File: config.mk
export PLATFORM = sky130hd
export DESIGN_NAME = battleship_board_ctrl_flat
export DESIGN_NICKNAME = d
export VERILOG_FILES = /design/src/rtl/battleship_pkg.sv /design/src/rtl/battleship_board_ctrl_if.sv /design/src/rtl/battleship_cursor.sv /design/src/rtl/battleship_board_ctrl.sv /design/src/flat_wrapper.sv
export SDC_FILE = /design/constraint.sdc
export NUM_CORES = 1
export LEC_CHECK = 0
export CORE_MARGIN = 2
export CORE_UTILIZATION = 35
export DETAILED_ROUTE_END_ITERATION = 7
export GPL_ROUTABILITY_DRIVEN = 0
export PLACE_DENSITY_LB_ADDON = 0.25
export SLEW_MARGIN = 15
export SYNTH_ARGS = -nofsm -noshare
export SYNTH_HDL_FRONTEND = slang
export SYNTH_SLANG_ARGS = --single-unit
File: constraint.sdc
create_clock -name clk -period 3.81 [get_ports clk]
set_clock_uncertainty 0.1 [all_clocks]
set_input_delay 0.762 -clock clk [delete_from_list [all_inputs] [get_ports clk]]
set_output_delay 0.762 -clock clk [all_outputs]
set_load 0.01 [all_outputs]
File: src/rtl/battleship_pkg.sv
// Shared types for the Battleship board controller.
//   cell_t  : per-cell board state, also the renderer read-back encoding
//   phase_t : game phase reported by the board controller
package battleship_pkg;

    typedef enum logic [1:0] {
        CELL_EMPTY = 2'b00,
        CELL_SHIP  = 2'b01,
        CELL_HIT   = 2'b10,
        CELL_MISS  = 2'b11
    } cell_t;

    typedef enum logic [1:0] {
        PH_DECIDE = 2'd0,
        PH_PLACE  = 2'd1,
        PH_PLAY   = 2'd2,
        PH_OVER   = 2'd3
    } phase_t;

    // A cell that has already taken a shot cannot be shot again.
    function automatic logic is_shot_cell(cell_t c);
        return (c == CELL_HIT) || (c == CELL_MISS);
    endfunction

endpackage

File: src/rtl/battleship_board_ctrl_if.sv
// Shot handshake between the game FSM (master) and the board controller (slave).
//   shot_valid, shot_i, shot_j : shot request and target row/column
//   shot_ready                 : board accepts shots (play phase only)
//   shot_done                  : one-cycle result strobe, one cycle after acceptance
//   shot_hit, shot_invalid     : result qualifiers, valid with shot_done
interface battleship_board_ctrl_if #(
    parameter int unsigned BOARD_N = 5,
    parameter int unsigned IDX_W   = $clog2(BOARD_N)
);
    logic             shot_valid;
    logic [IDX_W-1:0] shot_i;
    logic [IDX_W-1:0] shot_j;
    logic             shot_ready;
    logic             shot_done;
    logic             shot_hit;
    logic             shot_invalid;

    modport master (
        output shot_valid, shot_i, shot_j,
        input  shot_ready, shot_done, shot_hit, shot_invalid
    );

    modport slave (
        input  shot_valid, shot_i, shot_j,
        output shot_ready, shot_done, shot_hit, shot_invalid
    );
endinterface

File: src/rtl/battleship_cursor.sv
// Board cursor: one step per cycle from one-cycle move pulses.
//   clk, rst                 : clock, async active-high reset (cursor -> (0,0))
//   enable                   : moves are ignored while low
//   move_up/down/left/right  : move pulses, priority up > down > left > right
//   cursor_i, cursor_j       : registered row/column
// Build option BATTLESHIP_CURSOR_WRAP_EN: wrap at the grid edges instead of saturating.
module battleship_cursor #(
    parameter int unsigned BOARD_N = 5,
    parameter int unsigned IDX_W   = $clog2(BOARD_N)
) (
    input  logic             clk,
    input  logic             rst,
    input  logic             enable,
    input  logic             move_up,
    input  logic             move_down,
    input  logic             move_left,
    input  logic             move_right,
    output logic [IDX_W-1:0] cursor_i,
    output logic [IDX_W-1:0] cursor_j
);

`ifdef BATTLESHIP_CURSOR_WRAP_EN
    localparam bit Wrap = 1'b1;
`else
    localparam bit Wrap = 1'b0;
`endif

    localparam logic [IDX_W-1:0] Last = IDX_W'(BOARD_N - 1);
    localparam logic [IDX_W-1:0] One  = IDX_W'(1);

    logic [IDX_W-1:0] i_q, i_d;
    logic [IDX_W-1:0] j_q, j_d;

    always_comb begin
        i_d = i_q;
        j_d = j_q;
        if (enable) begin
            if (move_up) begin
                if (i_q == '0) i_d = Wrap ? Last : '0;
                else           i_d = i_q - One;
            end else if (move_down) begin
                if (i_q == Last) i_d = Wrap ? '0 : Last;
                else             i_d = i_q + One;
            end else if (move_left) begin
                if (j_q == '0) j_d = Wrap ? Last : '0;
                else           j_d = j_q - One;
            end else if (move_right) begin
                if (j_q == Last) j_d = Wrap ? '0 : Last;
                else             j_d = j_q + One;
            end
        end
    end

    always_ff @(posedge clk or posedge rst) begin
        if (rst) begin
            i_q <= '0;
            j_q <= '0;
        end else begin
            i_q <= i_d;
            j_q <= j_d;
        end
    end

    assign cursor_i = i_q;
    assign cursor_j = j_q;

endmodule

File: src/rtl/battleship_board_ctrl.sv
// Board controller for one Battleship player board (NxN grid, single-cell ships).
//   clk, rst                 : clock, async active-high reset
//   move_up/down/left/right  : cursor pulses (disabled in PH_OVER)
//   confirm                  : accept ship count / place ship / restart
//   ships_req                : requested ship count, clamped to 1..MAX_SHIPS
//   shot_bus                 : shot handshake (slave side)
//   cursor_i, cursor_j       : cursor position
//   phase                    : current phase_t
//   ships_target/placed/left : ship counters
//   placement_error          : one-cycle pulse on placement onto an occupied cell
//   all_sunk                 : high in PH_OVER
//   rd_i, rd_j, rd_cell      : combinational renderer read port (CELL_EMPTY out of range)
// Build option BATTLESHIP_CURSOR_WRAP_EN: see battleship_cursor.
module battleship_board_ctrl
    import battleship_pkg::*;
#(
    parameter int unsigned BOARD_N   = 5,
    parameter int unsigned MAX_SHIPS = 5,
    parameter int unsigned IDX_W     = $clog2(BOARD_N),
    parameter int unsigned SHIP_W    = $clog2(MAX_SHIPS + 1)
) (
    input  logic                 clk,
    input  logic                 rst,
    input  logic                 move_up,
    input  logic                 move_down,
    input  logic                 move_left,
    input  logic                 move_right,
    input  logic                 confirm,
    input  logic [SHIP_W-1:0]    ships_req,
    battleship_board_ctrl_if.slave shot_bus,
    output logic [IDX_W-1:0]     cursor_i,
    output logic [IDX_W-1:0]     cursor_j,
    output phase_t               phase,
    output logic [SHIP_W-1:0]    ships_target,
    output logic [SHIP_W-1:0]    ships_placed,
    output logic [SHIP_W-1:0]    ships_left,
    output logic                 placement_error,
    output logic                 all_sunk,
    input  logic [IDX_W-1:0]     rd_i,
    input  logic [IDX_W-1:0]     rd_j,
    output cell_t                rd_cell
);

    localparam logic [SHIP_W-1:0] MaxShips = SHIP_W'(MAX_SHIPS);
    localparam logic [SHIP_W-1:0] OneShip  = SHIP_W'(1);

    phase_t phase_q, phase_d;
    cell_t  board_q [BOARD_N][BOARD_N];

    logic [SHIP_W-1:0] ships_target_q, ships_placed_q, ships_left_q;
    logic              placement_error_q, shot_done_q, shot_hit_q, shot_invalid_q;

    logic              shot_ready, cursor_en;
    logic [SHIP_W-1:0] ships_clamped, ships_placed_inc;
    cell_t             cursor_cell, shot_cell;
    logic              place_ok, place_err, place_last;
    logic              shot_accept, shot_in_range, shot_hit_now, shot_miss_now, shot_bad_now;
    logic [IDX_W-1:0]  shot_row, shot_col;

    battleship_cursor #(
        .BOARD_N (BOARD_N),
        .IDX_W   (IDX_W)
    ) u_cursor (
        .clk        (clk),
        .rst        (rst),
        .enable     (cursor_en),
        .move_up    (move_up),
        .move_down  (move_down),
        .move_left  (move_left),
        .move_right (move_right),
        .cursor_i   (cursor_i),
        .cursor_j   (cursor_j)
    );

    // Decode of the current inputs against the board; shared by FSM and datapath.
    always_comb begin
        if (ships_req == '0)           ships_clamped = OneShip;
        else if (ships_req > MaxShips) ships_clamped = MaxShips;
        else                           ships_clamped = ships_req;

        cursor_cell      = board_q[cursor_i][cursor_j];
        ships_placed_inc = ships_placed_q + OneShip;
        place_ok         = (phase_q == PH_PLACE) && confirm && (cursor_cell == CELL_EMPTY);
        place_err        = (phase_q == PH_PLACE) && confirm && (cursor_cell != CELL_EMPTY);
        place_last       = (ships_placed_inc == ships_target_q);

        shot_in_range = (int'(shot_bus.shot_i) < BOARD_N) && (int'(shot_bus.shot_j) < BOARD_N);
        // Out-of-range coordinates are redirected to a legal index; the result is discarded.
        shot_row      = shot_in_range ? shot_bus.shot_i : '0;
        shot_col      = shot_in_range ? shot_bus.shot_j : '0;
        shot_cell     = board_q[shot_row][shot_col];
        shot_accept   = shot_bus.shot_valid && shot_ready;
        shot_hit_now  = shot_accept && shot_in_range && (shot_cell == CELL_SHIP);
        shot_miss_now = shot_accept && shot_in_range && (shot_cell == CELL_EMPTY);
        shot_bad_now  = shot_accept && (!shot_in_range || is_shot_cell(shot_cell));
    end

    // Phase FSM: state register.
    always_ff @(posedge clk or posedge rst) begin
        if (rst) phase_q <= PH_DECIDE;
        else     phase_q <= phase_d;
    end

    // Phase FSM: next state. Transitions coincide with the counter update that triggers them.
    always_comb begin
        phase_d = phase_q;
        unique case (phase_q)
            PH_DECIDE: if (confirm) phase_d = PH_PLACE;
            PH_PLACE:  if (place_ok && place_last) phase_d = PH_PLAY;
            PH_PLAY:   if (shot_hit_now && (ships_left_q == OneShip)) phase_d = PH_OVER;
            PH_OVER:   if (confirm) phase_d = PH_DECIDE;
        endcase
    end

    // Phase FSM: outputs.
    always_comb begin
        shot_ready = (phase_q == PH_PLAY);
        all_sunk   = (phase_q == PH_OVER);
        cursor_en  = (phase_q != PH_OVER);
    end

    // Board array, counters and result strobes.
    always_ff @(posedge clk or posedge rst) begin
        if (rst) begin
            for (int r = 0; r < BOARD_N; r++) begin
                for (int c = 0; c < BOARD_N; c++) begin
                    board_q[r][c] <= CELL_EMPTY;
                end
            end
            ships_target_q    <= '0;
            ships_placed_q    <= '0;
            ships_left_q      <= '0;
            placement_error_q <= 1'b0;
            shot_done_q       <= 1'b0;
            shot_hit_q        <= 1'b0;
            shot_invalid_q    <= 1'b0;
        end else begin
            placement_error_q <= place_err;
            shot_done_q       <= shot_accept;
            shot_hit_q        <= shot_hit_now;
            shot_invalid_q    <= shot_bad_now;

            if ((phase_q == PH_DECIDE) && confirm) begin
                ships_target_q <= ships_clamped;
            end

            if (place_ok) begin
                board_q[cursor_i][cursor_j] <= CELL_SHIP;
                ships_placed_q              <= ships_placed_inc;
                if (place_last) ships_left_q <= ships_target_q;
            end

            if (shot_hit_now) begin
                board_q[shot_row][shot_col] <= CELL_HIT;
                ships_left_q                <= ships_left_q - OneShip;
            end else if (shot_miss_now) begin
                board_q[shot_row][shot_col] <= CELL_MISS;
            end

            if ((phase_q == PH_OVER) && confirm) begin
                for (int r = 0; r < BOARD_N; r++) begin
                    for (int c = 0; c < BOARD_N; c++) begin
                        board_q[r][c] <= CELL_EMPTY;
                    end
                end
                ships_target_q <= '0;
                ships_placed_q <= '0;
                ships_left_q   <= '0;
            end
        end
    end

    assign rd_cell = ((int'(rd_i) < BOARD_N) && (int'(rd_j) < BOARD_N)) ? board_q[rd_i][rd_j]
                                                                         : CELL_EMPTY;

    assign phase                 = phase_q;
    assign ships_target          = ships_target_q;
    assign ships_placed          = ships_placed_q;
    assign ships_left            = ships_left_q;
    assign placement_error       = placement_error_q;
    assign shot_bus.shot_ready   = shot_ready;
    assign shot_bus.shot_done    = shot_done_q;
    assign shot_bus.shot_hit     = shot_hit_q;
    assign shot_bus.shot_invalid = shot_invalid_q;

endmodule

File: src/flat_wrapper.sv
// flat-port wrapper written by rule: the top's interface ports become plain ports
module battleship_board_ctrl_flat import battleship_pkg::*;
#(
    parameter int unsigned BOARD_N   = 5,
    parameter int unsigned MAX_SHIPS = 5,
    parameter int unsigned IDX_W     = $clog2(BOARD_N),
    parameter int unsigned SHIP_W    = $clog2(MAX_SHIPS + 1)
)
  (clk, rst, move_up, move_down, move_left, move_right, confirm, ships_req, cursor_i, cursor_j, phase, ships_target, ships_placed, ships_left, placement_error, all_sunk, rd_i, rd_j, rd_cell, shot_bus_shot_valid, shot_bus_shot_i, shot_bus_shot_j, shot_bus_shot_ready, shot_bus_shot_done, shot_bus_shot_hit, shot_bus_shot_invalid);
  battleship_board_ctrl_if #(.BOARD_N(BOARD_N), .IDX_W(IDX_W)) shot_bus_i ();
  input  logic clk;
  input  logic rst;
  input  logic move_up;
  input  logic move_down;
  input  logic move_left;
  input  logic move_right;
  input  logic confirm;
  input  logic [SHIP_W-1:0] ships_req;
  output logic [IDX_W-1:0] cursor_i;
  output logic [IDX_W-1:0] cursor_j;
  output phase_t phase;
  output logic [SHIP_W-1:0] ships_target;
  output logic [SHIP_W-1:0] ships_placed;
  output logic [SHIP_W-1:0] ships_left;
  output logic placement_error;
  output logic all_sunk;
  input  logic [IDX_W-1:0] rd_i;
  input  logic [IDX_W-1:0] rd_j;
  output cell_t rd_cell;
  input wire logic [$bits(shot_bus_i.shot_valid)-1:0] shot_bus_shot_valid;
  input wire logic [$bits(shot_bus_i.shot_i)-1:0] shot_bus_shot_i;
  input wire logic [$bits(shot_bus_i.shot_j)-1:0] shot_bus_shot_j;
  output wire logic [$bits(shot_bus_i.shot_ready)-1:0] shot_bus_shot_ready;
  output wire logic [$bits(shot_bus_i.shot_done)-1:0] shot_bus_shot_done;
  output wire logic [$bits(shot_bus_i.shot_hit)-1:0] shot_bus_shot_hit;
  output wire logic [$bits(shot_bus_i.shot_invalid)-1:0] shot_bus_shot_invalid;
  assign shot_bus_i.shot_valid = shot_bus_shot_valid;
  assign shot_bus_i.shot_i = shot_bus_shot_i;
  assign shot_bus_i.shot_j = shot_bus_shot_j;
  assign shot_bus_shot_ready = shot_bus_i.shot_ready;
  assign shot_bus_shot_done = shot_bus_i.shot_done;
  assign shot_bus_shot_hit = shot_bus_i.shot_hit;
  assign shot_bus_shot_invalid = shot_bus_i.shot_invalid;
  battleship_board_ctrl #(.BOARD_N(BOARD_N), .MAX_SHIPS(MAX_SHIPS), .IDX_W(IDX_W), .SHIP_W(SHIP_W)) u_core (.clk(clk), .rst(rst), .move_up(move_up), .move_down(move_down), .move_left(move_left), .move_right(move_right), .confirm(confirm), .ships_req(ships_req), .shot_bus(shot_bus_i), .cursor_i(cursor_i), .cursor_j(cursor_j), .phase(phase), .ships_target(ships_target), .ships_placed(ships_placed), .ships_left(ships_left), .placement_error(placement_error), .all_sunk(all_sunk), .rd_i(rd_i), .rd_j(rd_j), .rd_cell(rd_cell));
endmodule
Yosys cells after proc, flatten, opt, wreduce, memory -nomap -nowiden --
Index checks and enable logic that the tools add are counted.
Operators by class: equality and inequality tests 15, $lt $le $gt $ge 15, multiplexer cells 56, bitwise operators 15, add/sub/neg operators 6, reduce and logical (&&, ||, !) cells 38
Operators by type and width (number):
- 2-to-1 mux 50 bit | 4
- binary-select mux 10 bit (select 3 bit) | 3
- 2-to-1 mux 10 bit | 8
- demux 10 bit (select 3 bit) | 2
- 2-to-1 mux 3 bit | 20
- AND 25 bit | 2
- NOT 25 bit | 2
- OR 25 bit | 2
- OR 50 bit | 1
- 2-to-1 mux 2 bit | 13
- >= comparator 4 bit (second input constant) | 6
- NOT 3 -> 4 bit | 6
- binary-select mux 2 bit (select 3 bit) | 3
- logical AND 1 bit | 18
- < comparator 4 x 1 -> 1 bit (second input constant) | 4
- demux 2 bit (select 3 bit) | 2
- < comparator 3 bit (second input constant) | 4
- != test 2 bit (second input constant) | 5
- nonzero test 2 bit | 5
- adder 3 x 1 -> 3 bit (second input constant) | 3
- zero test 3 bit | 3
- subtractor 3 x 1 -> 3 bit (second input constant) | 3
- equality test 2 bit (second input constant) | 4
- case mux 2 bit (4 select lines) | 1
- 12 further kinds | 21
Word-level totals: bits in registers 71, input port bits 23

Depth between registers and ports, before layout --
Gate-level depths: netlist of run 1.
depth after elaboration 15, gate-level depth with buffers 12, mapped depth without buffers 8

By module --
A second synthesis of run 1 with hierarchy kept.
Unflattened totals: cell total of the unflattened synthesis 568, area, all modules 5333.9 µm²
By module, submodules not included:
- battleship_board_ctrl | cells each 509, area an instance 4769.6 µm², instances 1
- battleship_cursor | cells each 59, area an instance 564.3 µm², instances 1

Worst setup path after synthesis of run 1 --
Ideal clock, no wire load.
path type input -> register, from input shot_bus_shot_j[1], to register u_core.phase_q[1] (netlist: u_core.phase[1]), buffers on the path 2, required time 3.585 ns, stages 10, setup slack 0.559 ns, setup time 0.125 ns, arrival 3.026 ns, cell sequence buf_6 o21a_1 buf_2 o41ai_1 a222oi_1 or3_1 a32oi_1 o2111ai_1 a21oi_1 mux2_2
On the way: longest elaborated chain between the ends 15
RTL lines:
- from (decl) | RTL line flat_wrapper.sv:32 | input wire logic [$bits(shot_bus_i.shot_j)-1:0] shot_bus_shot_j;
- < comparator 3 bit | RTL line battleship_board_ctrl.sv:87 | shot_in_range = (int'(shot_bus.shot_i) < BOARD_N) && (int'(shot_bus.shot_j) < BOARD_N);
- logical AND 1 bit | RTL line battleship_board_ctrl.sv:87
- 2-to-1 mux 3 bit | RTL line battleship_board_ctrl.sv:89 | shot_row = shot_in_range ? shot_bus.shot_i : '0;
- NOT 3 -> 4 bit (implied by the code) | RTL line battleship_board_ctrl.sv:91 | shot_cell = board_q[shot_row][shot_col];
- binary-select mux 10 bit (select 3 bit) | RTL line battleship_board_ctrl.sv:91
- 2-to-1 mux 10 bit (implied by the code) (2 in a row) | RTL line battleship_board_ctrl.sv:91
- binary-select mux 2 bit (select 3 bit) | RTL line battleship_board_ctrl.sv:91
- 2-to-1 mux 2 bit (implied by the code) (2 in a row) | RTL line battleship_board_ctrl.sv:91
- equality test 2 x 1 -> 1 bit | RTL line battleship_board_ctrl.sv:93 | shot_hit_now = shot_accept && shot_in_range && (shot_cell == CELL_SHIP);
- logical AND 1 bit * | RTL line battleship_board_ctrl.sv:93
- logical AND 1 bit * | RTL line battleship_board_ctrl.sv:110 | PH_PLAY: if (shot_hit_now && (ships_left_q == OneShip)) phase_d = PH_OVER;
- != test 2 bit (no line) *
- AND reduction 4 bit (no line) *
- to (signal assigned) | RTL line battleship_board_ctrl.sv:101 | else phase_q <= phase_d;
- to (decl) | RTL line battleship_board_ctrl.sv:47 | phase_t phase_q, phase_d;
Mark *: on every way between the ends. The rest lies on a longest branch, timed or not. The select of a mux whose other input is x is not followed. A chain may end at the register's enable or synchronous reset.

Worst setup path in the final report of run 1 --
from input rd_i[1], to output rd_cell[0]
On the way: longest elaborated chain between the ends 8
RTL lines:
- from (decl) | RTL line flat_wrapper.sv:27 | input logic [IDX_W-1:0] rd_i;
- NOT 3 -> 4 bit (implied by the code) | RTL line battleship_board_ctrl.sv:173 | assign rd_cell = ((int'(rd_i) < BOARD_N) && (int'(rd_j) < BOARD_N)) ? board_q[rd_i][rd_j]
- binary-select mux 10 bit (select 3 bit) | RTL line battleship_board_ctrl.sv:173
- 2-to-1 mux 10 bit (implied by the code) (2 in a row) | RTL line battleship_board_ctrl.sv:173
- binary-select mux 2 bit (select 3 bit) | RTL line battleship_board_ctrl.sv:173
- 2-to-1 mux 2 bit (implied by the code) (2 in a row) | RTL line battleship_board_ctrl.sv:173
- 2-to-1 mux 2 bit * | RTL line battleship_board_ctrl.sv:173
- to (decl) | RTL line flat_wrapper.sv:29 | output cell_t rd_cell;
Marks and branches as above.

==> results of run 1 <==
==> metrics by stage <==
step           power, W  hold WS (ps)
2_1_floorplan  0.002057         394.0
3_3_place_gp   0.002626         457.6
3_5_place_dp   0.002661         481.0
4_1_cts        0.003470         483.0
5_1_grt        0.003677         517.5
6_report       0.003473         474.3
==> metal layers <==
layer / track usage / vias to the layer above
met4: 0.1196 / 0
li1: - / 2350
met2: 0.3424 / 286
met3: 0.04715 / 77
met1: 0.3083 / 2501
met5: 0 / -
==> cell usage in the layout (no fill, tap or decap), types with 9 or more instances in the layout <==
master | netlist | layout
a211oi_1 | 10 | 10
a21oi_1 | 33 | 33
a221oi_1 | 10 | 10
a221oi_2 | 10 | 10
a311oi_1 | 9 | 9
a31oi_1 | 21 | 21
buf_4 | 3 | 58
clkbuf_16 | 0 | 9
clkdlybuf4s50_1 | 0 | 43
dfrtp_1 | 71 | 71
ha_1 | 18 | 18
inv_1 | 26 | 25
mux2i_1 | 13 | 13
mux4_2 | 10 | 10
nand2_1 | 37 | 37
nand3_1 | 9 | 9
nor2_1 | 72 | 72
nor2b_1 | 20 | 20
nor3_1 | 28 | 28
nor3b_1 | 9 | 9
o21a_1 | 12 | 12
o21ai_0 | 21 | 21
o22ai_1 | 12 | 12
==> layout make-up <==
type / instances / area (sq um)
multi-input cells: 448 / 3098
fillers: 1431 / 8050
flip-flops and latches: 71 / 1777
clock buffers: 13 / 260.3
repair buffers: 108 / 948.4
well taps: 184 / 230.2
inverters: 26 / 97.59
clock inverters: 3 / 17.52
==> critical path: stages <==
cell             delay (ps)
clkdlybuf4s50_1         480
buf_6                   150
buf_4                   160
mux4_2                  290
nor2b_1                 140
a311oi_1                250
a21oi_1                  60
a21oi_1                 160
o21ai_0                  90
dlygate4sd2_1           290
==> state kept, by name (all words and copies together), names as in the netlist <==
| name | count |
|---|---|
| u_core.ships_target | 3 |
| u_core.board_q | 50 |
| u_core.phase | 2 |
| u_core.ships_placed | 3 |
| u_core.ships_left | 3 |
| u_core.shot_bus.shot_invalid | 1 |
| u_core.u_cursor.cursor_i | 3 |
| u_core.placement_error | 1 |
| u_core.u_cursor.cursor_j | 3 |
| u_core.shot_bus.shot_done | 1 |
| u_core.shot_bus.shot_hit | 1 |
==> path summary, 6_finish.rpt <==
kind,endpoint,slack [ps]
max in group asynchronous,u_core.board_q[3],2190
hold reg to reg,u_core.ships_placed[1],470
min in group asynchronous,u_core.shot_bus.shot_invalid,650
setup reg to reg,u_core.phase[1],540
setup / recovery,rd_cell[0],120
hold / removal,u_core.ships_placed[1],470
==> logic make-up (layout without fill, tap and decap cells) <==
family,Yosys count,in the layout,synth area share
adder cells (fa/ha/maj),18,18,0.04351
multiplexers,25,25,0.07300
XOR/XNOR,7,7,0.01184
flip-flops,71,71,0.3432
buffers and inverters,68,150,0.05849
AO/OA/AOI/OAI,177,177,0.2483
AND/OR/NAND/NOR,221,221,0.2217
==> repair_timing <==
action                                  in CTS  in global routing
setup buffers                                0                  0
endpoints found under the setup margin       2                  3
pin swaps                                    0                  3
gates resized for setup                      5                  2
==> power groups by stage <==
stage                     Combinational [W]  Sequential [W]  Clock, W
final                               0.00152         0.00116  0.000797
after global routing                0.00166         0.00118  0.000843
after CTS                           0.00151         0.00115  0.000812
after detailed placement            0.00150         0.00116         0
after global placement              0.00147         0.00116         0
after floorplan                    0.000991         0.00107         0
==> reports/metrics.cfg, run 1 <==
[logic_synthesis]
ys_ff_latch = 71
syn_area_sq_um = 5176
synth_warnings = 0
ys_async_sr_fraction = 1.000
ys_seq_area_frac = 0.3432
synth_cell_types = 66
synth-edff-count = 0
synthFlopType = dfrtp_1
synthCells = 587
netlist.area_leader.share = 0.3432
yosysTopAreaCell = dfrtp_1
synth_area_leaders = dfrtp_1, nor2_1, ha_1, mux4_2, a21oi_1
synthTopCellsByCount = nor2_1, dfrtp_1, nand2_1, a21oi_1, nor3_1
synth.most_common_cell = nor2_1
synth_fp_nets = 628
syn_area_per_cell_sq_um = 8.818

[sta]
setup_tns_ps = 0
worst_slew_pin_slew_ps = 1000
hold_viol_final = 0
finalSetupViolations = 0
slew_viol_final = 0
rsz0062_at_grt = no
fin_crit_sh = 0.9685
max_freq_mhz = 271.0
min_period_ps = 3690
setup_slack_ps = 120.0
slew_headroom = 0.3271

[place]
io_buffers = 47
placement.setup.worst_slack_ps = -169.0
hpwl_microns = 13480
placed_area_sq_um = 6143
placed_cells = 837

[final_layout]
stdcell_area_sq_um = 6429
layout.nets = 705
syn2layout_area_growth_pct = 24.20
antenna_cells = 0
instances_no_fill = 853
fin_util = 0.4440
drive_gt1_frac = 0.1599

[routing]
routed_wirelength_microns = 18110
vias_per_cell = 6.113
wl_per_cell_microns = 21.23
drc_errors = 0
route.met3.wl_microns = 1614
drtAntennaViolNets = 0
first_iter_violations = 531
wl_met2_microns = 7917
vias = 5214
top_layer = met4
drtPass1Iterations = 5
met1Wirelength_microns = 7633

[pwr]
power.leakage_nw = 2.640
pwr-share-comb = 0.437
p_int_w = 0.002074
power.share.switching = 0.4028
p_seq_frac = 0.333
ir_drop_mv = 0.3836
clockPowerShare = 0.230
power_density_nw_per_um2 = 540.3
p_switching_w = 0.001399

[floorplanning]
rows = 44
initial_utilization = 0.3575
io_pins = 48
die-area_sq_um = 15780
fp.dieW_microns = 125.6
coreArea_sq_um = 14480
die_h_microns = 125.6

[clocking]
clkSlewWorstSetupHoldPaths_ps = 60
cts_buffers = 9
h-tree-depth = 3
insertion_delay_ps = 340
cts_buffer_depth = 2
cts_hold_buffers = 0
cts_sinks = 71
cts_root_buf = clkbuf_16
cts_tree = yes

[status]
run_status = finished clean

[run]
maxCapViolCount = 0

[critical_path]
crit_path_start = rd_i[1]
path_class = in -> out
start_kind = primary input
arrival_ps = 2830
reg2regPathDepth = 8
endpoint_kind = output port
reg2reg_from = u_core.u_cursor.cursor_i[0]
cp_max_fo = 8
cp.required_ps = 2950

[global_routing]
grt_pass1_wl_microns = 28010
antenna_found_initial = 0
groute.usage.overall = 0.2273
grt_pass1_vias = 5081
grt_max_degree = 37
grt-ovfl-total = 0

[min_path]
min_from = u_core.ships_placed[1]
hold_path.class = reg -> reg
hold_depth = 2

(Power assumes the default switching activity.)
==> inputs of run 2 (changes only) <==
--- a/config.mk
+++ b/config.mk
@@ -10,7 +10,6 @@
 export DETAILED_ROUTE_END_ITERATION = 7
 export GPL_ROUTABILITY_DRIVEN = 0
 export PLACE_DENSITY_LB_ADDON = 0.25
-export SLEW_MARGIN = 15
 export SYNTH_ARGS = -nofsm -noshare
 export SYNTH_HDL_FRONTEND = slang
 export SYNTH_SLANG_ARGS = --single-unit
==> results of run 2 <==
Final layout, timing and power as in run 1 (identical DEF).
==> inputs of run 3 (changes only) <==
--- a/config.mk
+++ b/config.mk
@@ -6,7 +6,7 @@
 export NUM_CORES = 1
 export LEC_CHECK = 0
 export CORE_MARGIN = 2
-export CORE_UTILIZATION = 35
+export CORE_UTILIZATION = 45
 export DETAILED_ROUTE_END_ITERATION = 7
 export GPL_ROUTABILITY_DRIVEN = 0
 export PLACE_DENSITY_LB_ADDON = 0.25
==> reports/metrics.cfg, run 3 (synthesis gave the netlist of run 1 again) <==
[global_routing]
groute.usage.overall = 0.2810  ; +0.05369
grt_pass1_vias = 5101  ; +0.39%
antenna_found_initial = 0  ; unchanged
grt_max_degree = 34  ; -8.1%
grt_pass1_wl_microns = 27480  ; -1.9%
grt-ovfl-total = 0  ; unchanged

[clocking]
cts_setup_buffers = 0  ; unchanged
clkSlewWorstSetupHoldPaths_ps = 50  ; about the same
cts_tree = yes
cts_root_buf = clkbuf_16
cts_sinks = 71  ; unchanged
cts_hold_buffers = 0  ; unchanged
h-tree-depth = 3  ; unchanged
insertion_delay_ps = 340  ; about the same
cts_buffers = 9  ; unchanged
cts_buffer_depth = 2  ; unchanged

[pwr]
pwr-share-comb = 0.429  ; -0.008
p_switching_w = 0.001408  ; +0.65%
ir_drop_mv = 0.4009  ; +4.5%
power.share.switching = 0.3926  ; -0.01026
power.leakage_nw = 2.668  ; +1.1%
clockPowerShare = 0.249  ; +0.019
p_seq_frac = 0.322  ; -0.011
p_int_w = 0.002179  ; +5.1%
power.total_w = 0.003587  ; +3.3%
power_density_nw_per_um2 = 556.8  ; +3.1%

[final_layout]
drive_gt1_frac = 0.1669  ; +0.006975
layout.nets = 707  ; +0.28%
fillers = 1045  ; -27%
instances_no_fill = 814  ; -4.6%
seq_area_sq_um = 1777  ; unchanged
layout.cells.most_common = nor2_1
final_cell_mix = nor2_1, dfrtp_1, buf_4
syn2layout_area_growth_pct = 24.46
antenna_cells = 0  ; unchanged
multiInputGateArea_sq_um = 3104  ; +0.20%
largest_reg_flops = 50  ; unchanged
top_register = u_core.board_q

[sta]
fin_crit_sh = 0.9614  ; -0.007091
setup_tns_ps = 0  ; unchanged
finalSetupViolations = 0  ; unchanged
min_period_ps = 3663  ; -27.02 ps
holdWs_ps = 470.9  ; -3.353 ps
slew_viol_final = 0  ; unchanged
worst_slew_pin_slew_ps = 1077  ; +76.71 ps
hold_viol_final = 0  ; unchanged
rsz0062_at_grt = no
slew_headroom = 0.2806  ; -0.04654
max_freq_mhz = 273.0  ; +0.74%

[place]
hpwl_microns = 12900  ; -4.3%
io_buffers = 47  ; unchanged
placed_cells = 798  ; -4.7%

[routing]
drtAntennaViolNets = 0  ; unchanged
vias = 5355  ; +2.7%
drtPass1Iterations = 6  ; +1
drc_errors = 0  ; unchanged
routed_wirelength_microns = 17420  ; -3.8%
first_iter_violations = 695  ; +31%
wl_per_cell_microns = 21.40  ; +0.77%
vias_per_cell = 6.579  ; +7.6%

[critical_path]
cp.required_ps = 2950  ; about the same
arrival_ps = 2800  ; -30 ps
endpoint_kind = output port
path_class = in -> out
critical_path_buf_inv_count = 4  ; unchanged
crit_top_cell = a21oi_1
cp_top_family = buffers and inverters
max_stage_delay_ps = 480  ; about the same
start_kind = primary input
crit_chain = clkdlybuf4s50_1 > buf_6 > buf_4 > mux4_2 > nor2b_1 > a311oi_1 > a21oi_1 > a21oi_1 > o21ai_0 > dlygate4sd2_1
slowest_stage = clkdlybuf4s50_1
cp_max_fo = 7  ; -1

[floorplanning]
coreArea_sq_um = 11320  ; -22%
fp.dieW_microns = 111.3  ; -11%
rows = 39  ; -11%
initial_utilization = 0.4572  ; +0.09973
die_h_microns = 111.3  ; -11%
io_pins = 48  ; unchanged
die-area_sq_um = 12380  ; -22%

[min_path]
hold_path.class = reg -> reg

[run]
maxCapViolCount = 0  ; unchanged

[status]
run_status = finished clean

-- run 3: changes by cell type in the layout (fill, tap and decap cells not counted), sizes merged --
cell	before	now
buf	61	63
bufinv	0	2
clkbuf	13	11
clkdlybuf4s15	1	0
clkinvlp	1	2
-- run 3: area by class of cell --
class                      count  area share
inverter                      26     0.01515
clock buffer                  10     0.03554
sequential                    71      0.2758
multi-input combinational    448      0.4818
timing repair buffer         110      0.1507
clock inverter                 6     0.01321
tap                          143     0.02777
-- run 3: timing repair --
| item | CTS | global route |
|---|---|---|
| pin swaps | 1 | 1 |
| endpoints found under the setup margin | 2 | 5 |
| resized for setup | 4 | 5 |
| gates cloned | 0 | 0 |
-- run 3: worst paths after layout --
check	from	endpoint	slack (ps)	cells after the start
setup / recovery	rd_i[1]	rd_cell[0]	150	10
hold / removal	u_core.ships_placed[1]	u_core.ships_placed[1]	470	2
setup reg to reg	u_core.u_cursor.cursor_i[0]	u_core.phase[1]	350	9
hold reg to reg	u_core.ships_placed[1]	u_core.ships_placed[1]	470	2
max in group asynchronous	rst	u_core.board_q[44]	2050	3
min in group asynchronous	rst	u_core.board_q[38]	790	2
-- run 3: tightest hold or removal path, cell delays in order (launching register included) --
cell	delay (ps)
dfrtp_1	400
nand2_1	60
o21ai_0	70
-- run 3: power by group through the flow --
stage	Clock, W	Combinational, W	Sequential, W
after floorplan	0	0.000991	0.00107
after global placement	0	0.00147	0.00115
after detailed placement	0	0.00151	0.00115
after CTS	0.000901	0.00152	0.00114
after global routing	0.000946	0.00168	0.00117
final	0.000892	0.00154	0.00116
-- run 3: metrics by stage --
| stage | setup slack, ps | utilization | area [sq um] |
|---|---|---|---|
| final | 147.1 | 0.5691 | 6442 |
| after global routing | 10.95 | 0.5691 | 6442 |
| after CTS | 72.15 | 0.5683 | 6434 |
| after detailed placement | -140.9 | 0.5406 | 6120 |
| after global placement | -113.0 | 0.5406 | 6120 |
| after floorplan | 558.8 | - | 5176 |
-- run 3: routing by layer --
layer,GRT usage,share of wire,wire length (microns),up-vias
met5,0,0,0,-
met4,0.1621,0.067,1160,0
met3,0.05850,0.11,1868,105
met2,0.4159,0.43,7521,385
met1,0.3818,0.39,6866,2519
li1,-,-,-,2346
